**config.mk**
```make
export PLATFORM = sky130hd
export DESIGN_NAME = pn_serializer
export DESIGN_NICKNAME = d
export VERILOG_FILES = /design/src/rtl/pn_serializer.sv
export SDC_FILE = /design/constraint.sdc
export NUM_CORES = 1
export LEC_CHECK = 0
export CAP_MARGIN = 20
export CELL_PAD_IN_SITES_DETAIL_PLACEMENT = 2
export CELL_PAD_IN_SITES_GLOBAL_PLACEMENT = 2
export CORE_UTILIZATION = 24
export CTS_CLUSTER_DIAMETER = 40
export DETAILED_ROUTE_END_ITERATION = 8
export GPL_TIMING_DRIVEN = 0
export PLACE_DENSITY_LB_ADDON = 0.05
export SYNTH_ARGS = -nofsm -noshare
export SYNTH_HDL_FRONTEND = slang
export SYNTH_SLANG_ARGS = --single-unit
```
**constraint.sdc**
```tcl
create_clock -name clk_i -period 1.74 [get_ports clk_i]
set_input_delay 0.174 -clock clk_i [delete_from_list [all_inputs] [get_ports clk_i]]
set_output_delay 0.174 -clock clk_i [all_outputs]
set_load 0.01 [all_outputs]
```
**src/rtl/pn_serializer.sv**
```systemverilog
// Parallel-to-serial converter for PN words: loads a word plus a bit count and
// shifts that many bits out LSB first, reloading back-to-back on the last bit.
module pn_serializer #(
    parameter int DATA_W = 32,
    parameter int LEN_W  = 5
) (
    input  logic              clk_i,
    input  logic              rst_i,
    input  logic [DATA_W-1:0] rnd_i,
    input  logic [LEN_W-1:0]  rnd_len,
    output logic              ack,
    output logic              dat_o
);

    typedef enum logic {
        IDLE = 1'b0,
        SER  = 1'b1
    } state_t;

    state_t            state, state_nxt;
    logic [DATA_W-1:0] sh, sh_nxt;
    logic [LEN_W-1:0]  cnt, cnt_nxt;
    logic              load;

    // A length of 0 means a full DATA_W frame; the modulo-2**LEN_W wrap of
    // (len - 1) yields exactly DATA_W-1 in that case.
    function automatic logic [LEN_W-1:0] last_idx(input logic [LEN_W-1:0] len);
        return len - LEN_W'(1);
    endfunction

    assign load = (state == IDLE) || (cnt == '0);

    always_comb begin
        state_nxt = state;
        sh_nxt    = sh;
        cnt_nxt   = cnt;
        if (load) begin
            state_nxt = SER;
            sh_nxt    = rnd_i;
            cnt_nxt   = last_idx(rnd_len);
        end else begin
            sh_nxt  = {1'b0, sh[DATA_W-1:1]};
            cnt_nxt = cnt - LEN_W'(1);
        end
    end

    always_ff @(posedge clk_i) begin
        if (rst_i) begin
            state <= IDLE;
            sh    <= '0;
            cnt   <= '0;
        end else begin
            state <= state_nxt;
            sh    <= sh_nxt;
            cnt   <= cnt_nxt;
        end
    end

    assign dat_o = (state == SER) && sh[0];
    assign ack   = (state == SER) && (cnt == '0);

endmodule

```
==> impl_metrics.py <==
metrics = {
    "outcome": {
        "status": "complete, no violations",
    },
    "synth": {
        "synth.most_common_cell": "nand2_1",
        "async_flop_share": 0,
        "synth_edf_count": 0,
        "synth_top_area_frac": 0.502,
        "ys.warnings.count": 0,
        "synth-xor-area-share": 0.0116,
        "syn-num-nets": 220,
        "synth_area_leaders": "dfxtp_1, nand2_1, a21oi_1",
        "synth_area_um2": 1520,
        "yosysSeqAreaShare": 0.502,
        "synth_common_cells": "nand2_1, dfxtp_1, a21oi_1",
        "synth_largest_area_cell": "dfxtp_1",
        "synthFlopType": "dfxtp_1",
        "synth_top_family_by_area": "simple AND/OR/NAND/NOR gates",
        "synth-simple-area-share": 0.211,
        "syn_inst": 180,
        "synth-compound-area-share": 0.197,
        "syn_area_per_cell_um2": 8.42,
        "synth.distinct_cells": 30,
        "muxShareOfSynthArea": 0.0140,
        "ys_seq_elements": 38,
        "yosys.area_share.adder": 0.00825,
    },
    "setup_path": {
        "crit_slowest_cell": "or3_4",
        "path_cells": "or3_4, buf_4, o31a_2, buf_2, nand2_1, a21oi_2",
        "cp_max_fo": 10,
        "slowest_delay_ps": 420,
        "startpoint_type": "register",
        "r2r-start": "cnt[1]",
        "end_kind": "register",
        "path_class": "reg -> reg",
        "crit_path_start": "cnt[1]",
        "cp.required_ps": 1890,
        "cp_data_arrival_time_ps": 1860,
    },
    "global_routing": {
        "grt_max_degree": 13,
        "grt_pass1_wl_um": 6870,
        "grt_usage": 0.137,
        "grt_pass1_vias": 1476,
        "antenna_found_initial": 0,
        "grt-ovfl-total": 0,
    },
    "timing": {
        "timing.final.crit_share": 0.985,
        "rsz0062_at_grt": "yes",
        "tightest_slew_ps": 609,
        "fmax_mhz": 584,
        "hold_ws_ps": 280,
        "slew_headroom": 0.594,
        "finalCriticalPeriod_ps": 1710,
        "maxSlewViolCount": 0,
        "hold_viol_final": 0,
        "setup_viol": 0,
        "fin_skew_ps": 7.98,
    },
    "clock_network": {
        "ctsHtreeMaxLevel": 2,
        "clk_latency_ps": 290,
        "cts_tree": "yes",
        "cts.clk_slew.worst_paths_ps": 80,
        "cts_root_buf": "clkbuf_8",
        "clockBufferDepth": 2,
        "cts.sinks": 38,
        "cts_buffers": 5,
    },
    "layout": {
        "fin_cells": 308,
        "final_nets": 272,
        "fillers": 667,
        "finalInstanceArea_um2": 2210,
        "final_util": 0.370,
        "drive_above_1_share": 0.202,
        "areaGrowthSynthToFinish_pct": 46.0,
        "diodes": 0,
    },
    "worst_hold_path": {
        "hold_start": "rst_i",
        "holdCritPathClass": "in -> reg",
    },
    "place": {
        "gp_congestion": 0.747,
        "place_inst": 294,
        "place_hpwl_um": 2990,
        "place_area_um2": 2000,
        "port_buffers": 39,
    },
    "routing": {
        "wl_met3_um": 203,
        "vias_per_cell": 4.60,
        "totalWireLength_um": 4230,
        "drt_first_pass_iters": 4,
        "route.detailed.wl_per_inst_um": 13.7,
        "remaining_drc_errors": 0,
        "drt-initial-drc-count": 29,
        "vias": 1416,
        "met1Wirelength_um": 1970,
        "wl_met2_um": 2040,
        "route.top_layer_used": "met4",
        "antenna_left": 0,
    },
    "pwr": {
        "ir_worst_vdd_mv": 0.330,
        "power.density_nw_per_um2": 1040,
        "p_total_uw": 2310,
        "power_leakage_uw": 0.000853,
    },
    "flow_run": {
        "maxCapViolations": 0,
    },
    "floorplanning": {
        "core_area_um2": 5990,
        "die_h_um": 81.5,
        "ioPinCount": 41,
        "start_util": 0.253,
        "die_w_um": 81.5,
        "dieArea_um2": 6640,
        "rows": 28,
    },
}
[power by group]
group	internal [uW]	switching (uW)	total, uW
Sequential	975	57.3	1030
Clock	319	311	630
Combinational	328	317	644
[metrics by stage]
stage	TNS [ps]	setup WS, ps
after floorplan	-46.3	-24.5
after detailed placement	-869	-265
after global placement	-756	-231
final	0	26.9
after global routing	-338	-38.5
after CTS	-132	-85.8
[layout by cell type (no fill, tap or decap), types with 2 or more instances in the layout]
cell,n
clkbuf_2,2
and2_1,2
clkbuf_1,4
xor2_1,2
buf_6,2
buf_8,2
dfxtp_2,3
clkdlybuf4s50_1,38
clkbuf_8,6
buf_4,8
nand2_1,62
buf_2,2
a22oi_1,3
a21oi_1,24
o41ai_1,2
nor2_1,4
dfxtp_1,34
o21ai_0,3
a21oi_2,8
[layout make-up]
class	instances	area, um^2	area share
multi-input cells	127	718	0.324
flip-flops and latches	38	768	0.347
plain buffers	12	90.1	0.0407
clock inverters	2	12.5	0.00565
repair buffers	47	445	0.201
inverters	1	3.75	0.00169
clock buffers	6	82.6	0.0373
well taps	75	93.8	0.0424
[sequential cells by signal, indices dropped and copies added (netlist names)]
register  count
state         1
cnt           5
sh           32
[layer usage]
layer / up-vias / GRT usage
met2: 31 / 0.222
li1: 700 / -
met4: 0 / 0.0375
met3: 2 / 0.0389
met1: 683 / 0.177
met5: - / 0
[final timing paths]
kind / to / slack (ps) / depth (start not counted)
worst min-delay path: state / 280 / 2
worst max register to register: sh[19] / 30 / 6
worst max-delay path: sh[19] / 30 / 6
worst min register to register: sh[0] / 440 / 2
[cells by family after synthesis]
kind of cell             after synthesis
AND/OR/NAND/NOR                       76
AO/OA/AOI/OAI                         46
flip-flops                            38
buffers and inverters                 15
XOR/XNOR                               2
multiplexers                           2
adder cells (fa/ha/maj)                1
[critical path: cells and delay by family, from the launching register on]
kind	cells	cell delay [ps]
compound gates	2	380
buf+inv	2	350
flops	1	330
simple gates	2	530
[what timing repair did]
item / in CTS / in global routing
gates resized for setup: 11 / 11
hold buffers: 0 / 0
setup endpoints to repair: 5 / 35
setup buffers: 7 / 1
pin swaps: 6 / 3
Note: power is estimated with default switching activity, not from simulation.
